<file path="src/rtl/btb_predictor_pkg.sv">
// Shared constants and PC slicing helpers for the branch target buffer.
// Optional feature macro used across the slice: BTB_PERF_CNT_EN.
`ifndef BTB_PREDICTOR_PKG_SV
`define BTB_PREDICTOR_PKG_SV

// Index is the word address modulo the table size; tag is everything above it.
`define BTB_IDX(pc, iw) pc[(iw)+1:2]
`define BTB_TAG(pc, iw) pc[31:(iw)+2]

package btb_predictor_pkg;
    localparam int BTB_ENTRIES = 16;

    localparam logic [1:0] CTR_SNT = 2'd0;
    localparam logic [1:0] CTR_WNT = 2'd1;
    localparam logic [1:0] CTR_WT  = 2'd2;
    localparam logic [1:0] CTR_ST  = 2'd3;
endpackage

`endif

</file>
<file path="src/rtl/btb_predictor_if.sv">
// Fetch lookup, execute training and (with BTB_PERF_CNT_EN) perf counter signals.
// upd_en is a one-cycle valid qualifier with no ready: the BTB always accepts training.
interface btb_predictor_if;
    logic [31:0] if_pc;
    logic        predicted_taken;
    logic [31:0] predicted_target;
    logic        upd_en;
    logic [31:0] upd_pc;
    logic [31:0] upd_target;
    logic        upd_taken;
    logic        upd_is_jump;
    logic        upd_mispredict;
    logic        invalidate;
`ifdef BTB_PERF_CNT_EN
    logic [31:0] perf_lookups;
    logic [31:0] perf_updates;
    logic [31:0] perf_mispredicts;
`endif

    modport master (
        output if_pc, upd_en, upd_pc, upd_target, upd_taken, upd_is_jump,
               upd_mispredict, invalidate,
`ifdef BTB_PERF_CNT_EN
        input  perf_lookups, perf_updates, perf_mispredicts,
`endif
        input  predicted_taken, predicted_target
    );

    modport slave (
        input  if_pc, upd_en, upd_pc, upd_target, upd_taken, upd_is_jump,
               upd_mispredict, invalidate,
`ifdef BTB_PERF_CNT_EN
        output perf_lookups, perf_updates, perf_mispredicts,
`endif
        output predicted_taken, predicted_target
    );
endinterface

</file>
<file path="src/rtl/btb_sat_ctr.sv">
// Next-state function of a 2-bit saturating up/down direction counter.
module btb_sat_ctr
    import btb_predictor_pkg::*;
(
    input  logic [1:0] ctr,
    input  logic       taken,
    output logic [1:0] ctr_nxt
);
    always_comb begin
        ctr_nxt = ctr;
        if (taken) begin
            if (ctr != CTR_ST) ctr_nxt = ctr + 2'd1;
        end else begin
            if (ctr != CTR_SNT) ctr_nxt = ctr - 2'd1;
        end
    end
endmodule

</file>
<file path="src/rtl/btb_predictor.sv">
// Direct-mapped BTB with 2-bit direction counters; zero-latency lookup, edge-trained.
// Define BTB_PERF_CNT_EN to add lookup/update/mispredict performance counters.
module btb_predictor
    import btb_predictor_pkg::*;
#(
    parameter int ENTRIES = BTB_ENTRIES
) (
    input  logic            clk,
    input  logic            rst_n,
    btb_predictor_if.slave  bus
);
    localparam int IDX_W = $clog2(ENTRIES);
    localparam int TAG_W = 30 - IDX_W;

    logic [ENTRIES-1:0] valid_q;
    logic [TAG_W-1:0]   tag_q    [ENTRIES];
    logic [31:0]        target_q [ENTRIES];
    logic [1:0]         ctr_q    [ENTRIES];

    logic [IDX_W-1:0] rd_idx;
    logic [TAG_W-1:0] rd_tag;
    logic             rd_hit;
    logic [IDX_W-1:0] wr_idx;
    logic [TAG_W-1:0] wr_tag;
    logic             wr_hit;
    logic [1:0]       ctr_nxt;
    logic             train;

    assign rd_idx = `BTB_IDX(bus.if_pc, IDX_W);
    assign rd_tag = `BTB_TAG(bus.if_pc, IDX_W);
    assign rd_hit = valid_q[rd_idx] && (tag_q[rd_idx] == rd_tag);

    // Pure read of current contents: a same-index write shows up only next cycle.
    assign bus.predicted_taken  = rd_hit && ctr_q[rd_idx][1];
    assign bus.predicted_target = bus.predicted_taken ? target_q[rd_idx]
                                                      : bus.if_pc + 32'd4;

    assign wr_idx = `BTB_IDX(bus.upd_pc, IDX_W);
    assign wr_tag = `BTB_TAG(bus.upd_pc, IDX_W);
    assign wr_hit = valid_q[wr_idx] && (tag_q[wr_idx] == wr_tag);
    assign train  = rst_n && !bus.invalidate && bus.upd_en;

    btb_sat_ctr u_sat_ctr (
        .ctr     (ctr_q[wr_idx]),
        .taken   (bus.upd_taken),
        .ctr_nxt (ctr_nxt)
    );

    always_ff @(posedge clk) begin
        if (!rst_n || bus.invalidate) begin
            valid_q <= '0;
        end else if (bus.upd_en && !wr_hit && (bus.upd_taken || bus.upd_is_jump)) begin
            valid_q[wr_idx] <= 1'b1;
        end
    end

    // Payload arrays carry no reset; valid_q alone decides whether they are trusted.
    always_ff @(posedge clk) begin
        if (train) begin
            if (wr_hit) begin
                ctr_q[wr_idx] <= bus.upd_is_jump ? CTR_ST : ctr_nxt;
                if (bus.upd_taken || bus.upd_is_jump) target_q[wr_idx] <= bus.upd_target;
            end else if (bus.upd_taken || bus.upd_is_jump) begin
                tag_q[wr_idx]    <= wr_tag;
                target_q[wr_idx] <= bus.upd_target;
                ctr_q[wr_idx]    <= bus.upd_is_jump ? CTR_ST : CTR_WT;
            end
        end
    end

`ifdef BTB_PERF_CNT_EN
    always_ff @(posedge clk) begin
        if (!rst_n) begin
            bus.perf_lookups     <= '0;
            bus.perf_updates     <= '0;
            bus.perf_mispredicts <= '0;
        end else begin
            bus.perf_lookups <= bus.perf_lookups + 32'd1;
            if (bus.upd_en) bus.perf_updates <= bus.perf_updates + 32'd1;
            if (bus.upd_en && bus.upd_mispredict)
                bus.perf_mispredicts <= bus.perf_mispredicts + 32'd1;
        end
    end

    logic [1:0] unused_bits;
    assign unused_bits = bus.upd_pc[1:0];
`else
    logic [2:0] unused_bits;
    assign unused_bits = {bus.upd_pc[1:0], bus.upd_mispredict};
`endif
endmodule

</file>
<file path="src/flat_wrapper.sv">
// flat-port wrapper written by rule: the top's interface ports become plain ports
module btb_predictor_flat import btb_predictor_pkg::*;
#(
    parameter int ENTRIES = BTB_ENTRIES
)
  (clk, rst_n, bus_if_pc, bus_upd_en, bus_upd_pc, bus_upd_target, bus_upd_taken, bus_upd_is_jump, bus_upd_mispredict, bus_invalidate, bus_predicted_taken, bus_predicted_target);
  btb_predictor_if bus_i ();
  input  logic clk;
  input  logic rst_n;
  input wire logic [$bits(bus_i.if_pc)-1:0] bus_if_pc;
  input wire logic [$bits(bus_i.upd_en)-1:0] bus_upd_en;
  input wire logic [$bits(bus_i.upd_pc)-1:0] bus_upd_pc;
  input wire logic [$bits(bus_i.upd_target)-1:0] bus_upd_target;
  input wire logic [$bits(bus_i.upd_taken)-1:0] bus_upd_taken;
  input wire logic [$bits(bus_i.upd_is_jump)-1:0] bus_upd_is_jump;
  input wire logic [$bits(bus_i.upd_mispredict)-1:0] bus_upd_mispredict;
  input wire logic [$bits(bus_i.invalidate)-1:0] bus_invalidate;
  output wire logic [$bits(bus_i.predicted_taken)-1:0] bus_predicted_taken;
  output wire logic [$bits(bus_i.predicted_target)-1:0] bus_predicted_target;
  assign bus_i.if_pc = bus_if_pc;
  assign bus_i.upd_en = bus_upd_en;
  assign bus_i.upd_pc = bus_upd_pc;
  assign bus_i.upd_target = bus_upd_target;
  assign bus_i.upd_taken = bus_upd_taken;
  assign bus_i.upd_is_jump = bus_upd_is_jump;
  assign bus_i.upd_mispredict = bus_upd_mispredict;
  assign bus_i.invalidate = bus_invalidate;
  assign bus_predicted_taken = bus_i.predicted_taken;
  assign bus_predicted_target = bus_i.predicted_target;
  btb_predictor #(.ENTRIES(ENTRIES)) u_core (.clk(clk), .rst_n(rst_n), .bus(bus_i));
endmodule
</file>
<file path="config.mk">
export PLATFORM = sky130hd
export DESIGN_NAME = btb_predictor_flat
export DESIGN_NICKNAME = d
export VERILOG_FILES = /design/src/rtl/btb_predictor_pkg.sv /design/src/rtl/btb_predictor_if.sv /design/src/rtl/btb_sat_ctr.sv /design/src/rtl/btb_predictor.sv /design/src/flat_wrapper.sv
export SDC_FILE = /design/constraint.sdc
export NUM_CORES = 1
export LEC_CHECK = 0
export ABC_AREA = 1
export BUFFER_PORTS_ARGS = -buffer_cell sky130_fd_sc_hd__buf_4
export CAP_MARGIN = 20
export CORE_UTILIZATION = 28
export DETAILED_ROUTE_END_ITERATION = 12
export PLACE_DENSITY = 0.4
export SETUP_SLACK_MARGIN = 0.3
export SLEW_MARGIN = 20
export SYNTH_ARGS = -nofsm -noshare
export SYNTH_HDL_FRONTEND = slang
export SYNTH_HIERARCHICAL = 1
export SYNTH_SLANG_ARGS = --single-unit
</file>
<file path="constraint.sdc">
create_clock -name clk -period 3.89 [get_ports clk]
set_input_delay 0.1945 -clock clk [delete_from_list [all_inputs] [get_ports clk]]
set_output_delay 0.1945 -clock clk [all_outputs]
set_load 0.1 [all_outputs]
</file>
==> reports/qor_table.md, run 1 <==
| Stage | Result | Reported |
|---|---|---|
| status | Outcome | finished clean |
| synth | Synth Area in Compound Gates | 0.0889 |
| clock network | Source-to-sink clock delay at the later pin of the worst-skew pair | 0.74 ns |
| critical path | Startpoint of the most critical setup path | bus_if_pc[3] |
| timing | Achievable clock frequency | 285 MHz |
| synth | Proportion of synthesized chip area in sequential cells | 0.651 |
| finish | Net count reported at finish | 4852 |
| synth | Synth area leaders | sky130_fd_sc_hd__edfxtp_1 (64%), sky130_fd_sc_hd__nand2_1 (14%), sky130_fd_sc_hd__inv_1 (2.7%), sky130_fd_sc_hd__nor2_1 (2.6%), sky130_fd_sc_hd__nand3_1 (2.6%) |
| grt | GRT Overall Usage | 0.208 |
| finish | Filler instances | 16.0k |
| floorplanning | Effective utilization at floorplan | 0.283 |
| critical path | Capturing element type of the critical path | output pin |
| grt | Vias in the first global route | 32.4k |
| grt | Global route total overflow | 0 |
| synth | Area fraction in and, or, nand and nor cells after synthesis | 0.199 |
| hold path | Worst min-delay path startpoint | bus_upd_taken |
| floorplanning | Vertical die dimension | 402 microns |
| critical path | Critical Path Fanout Max | 15 |
| timing | Fin crit period | 3.51 ns |
| finish | Synth-to-Final Area Change | 22.9% |
| hold path | Hold path cells | 6 |
| synth | Async set-reset flop share out of synthesis | 0 |
| clock network | Number of CTS-inserted buffers | 108 |
| power | Power density cells | 437 nW/um^2 |
| clock network | CTS tree | built |
| synth | Library cells used by synthesis | 42 |
| drt | Overall routed net length | 172000 microns |
| placement | Final GP Congestion | 0.843 |
| synth | Most frequently used cell type in the post-synthesis netlist | sky130_fd_sc_hd__nand2_1 |
| synth | Cell taking the most area after synthesis | sky130_fd_sc_hd__edfxtp_1 |
| timing | Total of endpoints with negative setup slack in the final report | 0 |
| critical path | Cells on worst reg2reg path | 18 |
| synth | Synth Area per Inst | 10.0 sq um |
| timing | Setup skew after layout | 0.0374 ns |
| grt | First-pass GRT wire length | 242000 microns |
| clock network | Bufs on Longest Clock Path | 3 |
| drt | Via-per-instance ratio | 4.92 |
| floorplanning | Number of top-level design ports | 136 |
| hold path | Type of the worst min-delay path | in -> reg |
| timing | Worst relative slew slack | 0.406 |
| clock network | Count of clock tree sinks | 976 |
| drt | Final antenna-violating net count | 0 |
| finish | Non-Filler Cell Area, Final | 55100 sq um |
| clock network | Clock edge transition at the registers on the reported setup and hold paths | 0.06 ns |
| timing | Count of pins over their slew limit | 0 |
| finish | Final Non-Filler Cells | 6899 |
| job | Count of max-cap constraint violations | 0 |
| floorplanning | Horizontal extent of the die | 402 microns |
| placement | Placed cell area | 49900 sq um |
| synth | Number of nets in the synthesized netlist | 4563 |
| critical path | Required time at the worst-slack endpoint | 3.70 ns |
| synth | Post-synthesis instance total | 4459 |
| synth | Combinational family with the most area after synthesis | simple AND/OR/NAND/NOR gates |
| power | Peak ir drop on the vdd network | 0.341 mV |
| timing | Period Utilization, post-route | 0.904 |
| drt | DRC Markers | 0 |
| floorplanning | Total die area | 162000 sq um |
| synth | Share of the synthesized netlist area taken by xor and xnor gates | 0.00567 |
| synth | Mapped cell area | 44800 sq um |
| synth | Syn. warnings | 6 |
| floorplanning | Row cnt | 146 |
| grt | Antenna violations before repair | 10 |
| synth | Proportion of synthesized area in mux cells | 0 |
| placement | Inst Count DP | 6626 |
| synth | Synthesized-area fraction occupied by adder cells | 0.000279 |
| synth | Portion of synthesized cell area occupied by the leading cell type | 0.644 |
| placement | Count of input and output buffers | 132 |
| drt | WL/cell | 24.9 microns |
| critical path | Origin of the critical flop-to-flop path | u_core/tag_q[3][18]$_DFFE_PP_ |
| timing | Worst slew pin tran | 0.891 ns |
| synth | Number of enable-type register cells in the synthesized netlist | 960 |
| grt | Pin count of the biggest net entering global routing | 129 |
| synth | Number of flip-flops and latches in the synthesized netlist | 976 |
| drt | Via total after detailed routing | 33.9k |
| clock network | H-tree depth reported by CTS | 3 |
| synth | Leading cell types by count after synthesis | sky130_fd_sc_hd__nand2_1 (1634), sky130_fd_sc_hd__edfxtp_1 (960), sky130_fd_sc_hd__inv_1 (328) |
| floorplanning | Standard cell core area | 159000 sq um |
| timing | Final hold viol count | 0 |
| drt | Router iterations before antenna repair | 6 |
| placement | HPWL after detailed placement | 104000 microns |
| critical path | Crit start category | input pin |
| critical path | Crit path kind | in -> out |
| clock network | Buffer type at the clock tree root | sky130_fd_sc_hd__clkbuf_16 |
| finish | Share of post-route cells with drive strength above 1 | 0.146 |
| synth | Primary FF master, synth | sky130_fd_sc_hd__edfxtp_1 |
| timing | RSZ-0062 raised after global routing | yes |
| power | Leakage power total | 21.1 nW |
| critical path | Worst path arrival time | 3.32 ns |
| drt | First DRT Iteration DRCs | 2652 |
## metal layers
layer | global-route usage | share of wire | vias to the layer above
li1 | - | - | 15800
met1 | 0.300 | 0.47 | 17000
met2 | 0.330 | 0.46 | 934
met3 | 0.0270 | 0.052 | 170
met4 | 0.0484 | 0.017 | 12
met5 | 0 | 0.00038 | -
## final timing paths
check                              endpoint  slack [ns]
max                bus_predicted_target[30]        0.38
min           u_core/ctr_q[12][0]$_DFFE_PP_        0.07
max reg2reg   u_core/tag_q[7][12]$_DFFE_PP_        0.58
min reg2reg  u_core/valid_q[7]$_SDFFE_PP0P_        0.47
## repair_timing
action                                  4_1_cts  5_1_grt
buffers inserted                              7       13
hold buffers                                 61        0
gates resized for setup                     110      169
pin swaps                                     4       45
endpoints found under the setup margin       32       33
cloned                                        2        1
endpoints found under the hold margin       976        0
## metrics by stage
step | hold slack (ns) | util | TNS, ns | setup WS, ns | total power, mW
finish | 0.0740 | 0.347 | 0 | 0.375 | 24.0
global route | 0.113 | 0.347 | 0 | 0.242 | 24.8
CTS | 0.0227 | 0.343 | 0 | 0.287 | 24.2
detailed placement | 0.463 | 0.314 | 0 | 0.0607 | 14.1
global placement | 0.465 | 0.314 | 0 | 0.0441 | 14.1
floorplan | 0.293 | - | -1.17 | -0.195 | 13.0
## cell families (layout without fill, tap and decap cells)
group,after synthesis,count (layout)
xor+xnor,29,29
compound gates,619,619
buf+inv,583,947
fa+ha+maj,1,1
flops,976,976
other cells,0,4
simple gates,2251,2251
## layout by cell type (no fill, tap or decap), drive strengths merged, types with 59 or more instances in the layout
cell type	instances
clkbuf	139
dlygate4sd3	61
edfxtp	960
nand2	1636
buf	359
a22oi	144
o21ai	233
nand3	236
o211ai	87
nor2	321
a21oi	59
inv	335
## layout make-up
cell class                      count  area, sq um  share of cell area
Clock buffer                      136         2810              0.0510
Tap cell                         2072         2590              0.0471
Inverter                          339         1310              0.0237
Timing Repair Buffer              423         4700              0.0853
Sequential cell                   976        29100               0.529
Multi-Input combinational cell   2900        13900               0.253
Antenna cell                        4         10.0            0.000182
Clock inverter                     49          564              0.0103
## sequential cells by signal, summed over array words and instances, names as in the netlist
| signal | count |
|---|---|
| u_core/target_q | 512 |
| u_core/tag_q | 416 |
| u_core/ctr_q | 32 |
| u_core/valid_q | 16 |
## power by group
group / switching (mW) / internal [mW] / leakage, nW / total [mW]
logic: 1.72 / 0.730 / 10.7 / 2.45
registers: 0.0175 / 11.6 / 8.76 / 11.6
clock network: 4.39 / 5.58 / 1.63 / 9.97
## worst max-delay path: stages
cell,delay (ns)
sky130_fd_sc_hd__buf_4,0.17
sky130_fd_sc_hd__buf_12,0.20
sky130_fd_sc_hd__ha_1,0.32
sky130_fd_sc_hd__nand2_1,0.15
sky130_fd_sc_hd__nor3_2,0.16
sky130_fd_sc_hd__nand4_1,0.28
sky130_fd_sc_hd__nor2_2,0.28
sky130_fd_sc_hd__nand3_1,0.17
sky130_fd_sc_hd__nor2_1,0.19
sky130_fd_sc_hd__nand4_1,0.16
sky130_fd_sc_hd__xor2_1,0.39
sky130_fd_sc_hd__nor2_1,0.14
sky130_fd_sc_hd__nor2_4,0.20
sky130_fd_sc_hd__buf_6,0.26
Power figures use the tool's default switching activity.
==> inputs of run 2 (changes only) <==
--- a/config.mk
+++ b/config.mk
@@ -10,7 +10,9 @@
 export CAP_MARGIN = 20
 export CORE_UTILIZATION = 28
 export DETAILED_ROUTE_END_ITERATION = 12
-export PLACE_DENSITY = 0.4
+export MAX_ROUTING_LAYER = met4
+export PLACE_DENSITY_LB_ADDON = 0.2
+export REMOVE_ABC_BUFFERS = 1
 export SETUP_SLACK_MARGIN = 0.3
 export SLEW_MARGIN = 20
 export SYNTH_ARGS = -nofsm -noshare
==> run 2 against run 1 <==
Effect of this change:
- utilization down 0.44 points
- critical path type is now reg -> out
- combinational power shrank 3%
- largest power group unchanged
- largest cell class unchanged
- maximum frequency up 0.35%
- routed wire length decreased by 4.4%
- clock skew down 0.014 ns
- design area down 1.3%
- worst hold slack improved by 0.011 ns
==> reports/qor_table.md, run 2 (synthesis gave the netlist of run 1 again) <==
| Stage | Result | Reported | Change |
|---|---|---|---|
| timing | Fin crit period | 3.50 ns | was 3.51 ns |
| power | NetSw | 5.90 mW | was 6.13 mW |
| floorplanning | Vertical die dimension | 402 microns | unchanged |
| critical path | Cell at the slowest stage of the critical path | sky130_fd_sc_hd__edfxtp_1 | was sky130_fd_sc_hd__xor2_1 |
| critical path | Kind of cell with the highest combined delay on the critical path | simple AND/OR/NAND/NOR gates | unchanged |
| grt | Global route total overflow | 0 | unchanged |
| timing | Total of endpoints with negative setup slack in the final report | 0 | unchanged |
| hold path | Worst min-delay path startpoint | bus_upd_taken | unchanged |
| critical path | Buffers plus inverters on the worst setup path | 5 | was 3 |
| critical path | Crit start category | register | was input pin |
| critical path | Capturing element type of the critical path | output pin | unchanged |
| hold path | End of the worst hold path | u_core/ctr_q[4][1]$_DFFE_PP_ | was u_core/ctr_q[12][0]$_DFFE_PP_ |
| power | Power density cells | 435 nW/um^2 | was 437 nW/um^2 |
| placement | Pre-CTS worst setup slack | 0.0827 ns | was 0.0607 ns |
| finish | Share of post-route cells with drive strength above 1 | 0.132 | was 0.146 |
| clock network | Bufs on Longest Clock Path | 3 | unchanged |
| timing | Worst relative slew slack | 0.418 | was 0.406 |
| finish | Net count reported at finish | 4826 | was 4852 |
| floorplanning | Effective utilization at floorplan | 0.283 | unchanged |
| power | Net switching share of the total power | 0.250 | was 0.255 |
| critical path | Worst path arrival time | 3.31 ns | was 3.32 ns |
| critical path | Required time at the worst-slack endpoint | 3.70 ns | about the same |
| finish | Flip-flop count of the largest register, all copies and words added | 512 | unchanged |
| clock network | CTS tree | built | unchanged |
| floorplanning | Standard cell core area | 159000 sq um | unchanged |
| grt | GRT Overall Usage | 0.205 | was 0.208 |
| drt | Met1 WL | 75400 microns | was 81200 microns |
| floorplanning | Horizontal extent of the die | 402 microns | unchanged |
| critical path | Critical Path Fanout Max | 6 | was 15 |
| finish | Highest-count cells in the layout ignoring fill and taps | sky130_fd_sc_hd__nand2_1 (1600), sky130_fd_sc_hd__edfxtp_1 (960), sky130_fd_sc_hd__inv_1 (293) | was sky130_fd_sc_hd__nand2_1 (1575), sky130_fd_sc_hd__edfxtp_1 (960), sky130_fd_sc_hd__inv_1 (296) |
| power | Peak ir drop on the vdd network | 0.346 mV | was 0.341 mV |
| timing | Final hold viol count | 0 | unchanged |
| critical path | Capturing point of the worst reg2reg path | u_core/tag_q[8][1]$_DFFE_PP_ | was u_core/tag_q[7][12]$_DFFE_PP_ |
| power | Logic pwr share | 0.100 | was 0.102 |
| drt | Router iterations before antenna repair | 6 | unchanged |
| finish | Synth-to-Final Area Change | 21.3% | was 22.9% |
| timing | Count of pins over their slew limit | 0 | unchanged |
| timing | Worst slew pin tran | 0.866 ns | was 0.891 ns |
| drt | Overall routed net length | 164000 microns | was 172000 microns |
| power | Clock network fraction of design power | 0.408 | was 0.415 |
| drt | WL/cell | 23.8 microns | was 24.9 microns |
| drt | Via total after detailed routing | 34.1k | was 33.9k |
| grt | Antenna violations before repair | 15 | was 10 |
| drt | DRC Markers | 0 | unchanged |
| drt | Uppermost layer routed | met4 | was met5 |
| critical path | Slowest cell delay on critical path | 0.41 ns | was 0.39 ns |
| clock network | Source-to-sink clock delay at the later pin of the worst-skew pair | 0.74 ns | about the same |
| placement | HPWL after detailed placement | 102000 microns | was 104000 microns |
| grt | First-pass GRT wire length | 233000 microns | was 242000 microns |
| finish | Filler instances | 15.9k | was 16.0k |
| grt | Vias in the first global route | 32.0k | was 32.4k |
| critical path | Cells on worst reg2reg path | 17 | was 18 |
| status | Outcome | finished clean | unchanged |
| floorplanning | Number of top-level design ports | 136 | unchanged |
| finish | Most frequent standard cell in the layout excluding fill and tap cells | sky130_fd_sc_hd__nand2_1 | unchanged |
| clock network | Count of clock tree sinks | 976 | unchanged |
| clock network | Clock edge transition at the registers on the reported setup and hold paths | 0.06 ns | about the same |
| timing | Setup skew after layout | 0.0234 ns | was 0.0374 ns |
| clock network | Buffer type at the clock tree root | sky130_fd_sc_hd__clkbuf_16 | unchanged |
| critical path | Cell breakdown of the critical path | nand2_1, o21ai_0, nand2_1, nand2_1, nand2_1, nand2_1, inv_2, nand2_1, nand2_1, nand2_1, nor2_1, nand2_1, inv_2, nand3_4, nor2_8, buf_12, nor2_4, nor2_4, buf_6, buf_12 | was buf_4, buf_12, ha_1, nand2_1, nor3_2, nand4_1, nor2_2, nand3_1, nor2_1, nand4_1, xor2_1, nor2_1, nor2_4, buf_6 |
| clock network | H-tree depth reported by CTS | 3 | unchanged |
| timing | Achievable clock frequency | 286 MHz | was 285 MHz |
| finish | Registers with the most flip-flops | u_core/target_q: 512 flops, u_core/tag_q: 416 flops, u_core/ctr_q: 32 flops | unchanged |
| placement | Final GP Congestion | 0.897 | was 0.843 |
| finish | Most flop-heavy register | u_core/target_q | unchanged |
| placement | Count of input and output buffers | 132 | unchanged |
| timing | RSZ-0062 raised after global routing | yes | unchanged |
| critical path | Number of cells on the critical path | 20 | was 14 |
| critical path | Crit path kind | reg -> out | was in -> out |
| drt | Amount of wire on met3 after detailed routing | 10900 microns | was 8860 microns |
| timing | Worst hold slack after final layout | 0.0853 ns | was 0.0740 ns |
| power | Power Internal | 17.7 mW | was 17.9 mW |
| hold path | Type of the worst min-delay path | in -> reg | unchanged |
| power | Leakage power total | 20.8 nW | was 21.1 nW |
| drt | Final antenna-violating net count | 0 | unchanged |
| grt | Pin count of the biggest net entering global routing | 94 | was 129 |
| drt | Via-per-instance ratio | 4.94 | was 4.92 |
| clock network | Number of CTS-inserted buffers | 106 | was 108 |
| critical path | Origin of the critical flop-to-flop path | u_core/tag_q[11][25]$_DFFE_PP_ | was u_core/tag_q[3][18]$_DFFE_PP_ |
| drt | Routed wl met2 | 74500 microns | was 78400 microns |
| job | Count of max-cap constraint violations | 0 | unchanged |
| hold path | Hold path cells | 6 | unchanged |
| power | Sequential group share of total power | 0.492 | was 0.484 |
| timing | Period Utilization, post-route | 0.900 | was 0.904 |
| floorplanning | Row cnt | 146 | unchanged |
| drt | First DRT Iteration DRCs | 3291 | was 2652 |
| critical path | Crit-path most repeated cell | sky130_fd_sc_hd__nand2_1 |  |
| floorplanning | Total die area | 162000 sq um | unchanged |
| critical path | R2r setup slk | 0.53 ns | was 0.58 ns |
| timing | Setup slack after layout | 0.387 ns | was 0.375 ns |
[run 2: cell types whose count changed in the layout (fill, tap and decap cells not counted), moves of 9 or more]
cell / delta
sky130_fd_sc_hd__nand2_1: +25
sky130_fd_sc_hd__clkinv_1: +13
sky130_fd_sc_hd__buf_12: -17
sky130_fd_sc_hd__diode_2: +11
sky130_fd_sc_hd__nand2_2: -25
sky130_fd_sc_hd__nor2_2: -9
sky130_fd_sc_hd__nor2_1: +14
sky130_fd_sc_hd__buf_4: -12
[run 2: how the worst max path moves through the flow]
stage	startpoint	slack (ns)	to
detailed placement	bus_if_pc[2]	0.08	bus_predicted_target[25]
finish	u_core/tag_q[15][4]$_DFFE_PP_	0.39	bus_predicted_target[25]
CTS	u_core/tag_q[12][0]$_DFFE_PP_	0.30	bus_predicted_target[17]
floorplan	bus_if_pc[3]	-4.30	bus_predicted_target[10]
global route	u_core/tag_q[8][25]$_DFFE_PP_	0.25	bus_predicted_target[25]
global placement	bus_if_pc[2]	0.11	bus_predicted_target[25]
[run 2: through the flow]
stage	utilization	std cells	area (sq um)	total power [mW]	TNS, ns
global placement	0.314	6617	49800	14.1	0
global route	0.343	6898	54400	24.4	0
finish	0.343	6899	54400	23.6	0
CTS	0.340	6878	53900	23.8	0
detailed placement	0.314	6617	49800	14.1	0
floorplan	-	4215	43600	12.9	-120.14
[run 2: cell type report]
class / instances / area, sq um / share of cell area
diodes: 15 / 37.5 / 0.000691
clock inverters: 60 / 400 / 0.00737
inverters: 339 / 1290 / 0.0238
well taps: 2072 / 2590 / 0.0477
flip-flops and latches: 976 / 29100 / 0.536
multi-input cells: 2900 / 13700 / 0.252
repair buffers: 399 / 4310 / 0.0793
clock buffers: 138 / 2860 / 0.0526
[run 2: worst reg2reg max path, stage by stage, from the launching register on]
cell                       delay (ns)
sky130_fd_sc_hd__edfxtp_1        0.38
sky130_fd_sc_hd__nand2_1         0.07
sky130_fd_sc_hd__o21ai_0         0.10
sky130_fd_sc_hd__nand2_1         0.08
sky130_fd_sc_hd__nand2_1         0.05
sky130_fd_sc_hd__nand2_1         0.07
sky130_fd_sc_hd__nand2_1         0.07
sky130_fd_sc_hd__nor3_1          0.67
sky130_fd_sc_hd__nor2_1          0.16
sky130_fd_sc_hd__nand2_1         0.10
sky130_fd_sc_hd__nor2_1          0.04
sky130_fd_sc_hd__nand2_1         0.15
sky130_fd_sc_hd__nor2_1          0.20
sky130_fd_sc_hd__nand2_1         0.16
sky130_fd_sc_hd__buf_12          0.16
sky130_fd_sc_hd__nand3_1         0.12
sky130_fd_sc_hd__inv_2           0.24
sky130_fd_sc_hd__buf_12          0.21
[run 2: power groups by stage]
| stage | sequential [mW] | clock [mW] | combinational, mW |
|---|---|---|---|
| floorplan | 11.8 | 0 | 1.06 |
| global placement | 11.8 | 0 | 2.24 |
| global route | 11.6 | 10.2 | 2.55 |
| finish | 11.6 | 9.64 | 2.37 |
| CTS | 11.6 | 9.83 | 2.33 |
| detailed placement | 11.8 | 0 | 2.24 |
[run 2: repair_timing]
item	CTS	global route
cloned	1	1
pin swaps	4	32
setup endpoints to repair	21	32
setup buffers	1	5
hold buffers	61	0
resized for setup	54	125
endpoints found under the hold margin	976	0
[run 2: layer usage]
layer / vias to the layer above / global-route usage
met4: 0 / 0.0528
li1: 15800 / -
met1: 17000 / 0.284
met3: 170 / 0.0301
met5: - / -
met2: 1132 / 0.313
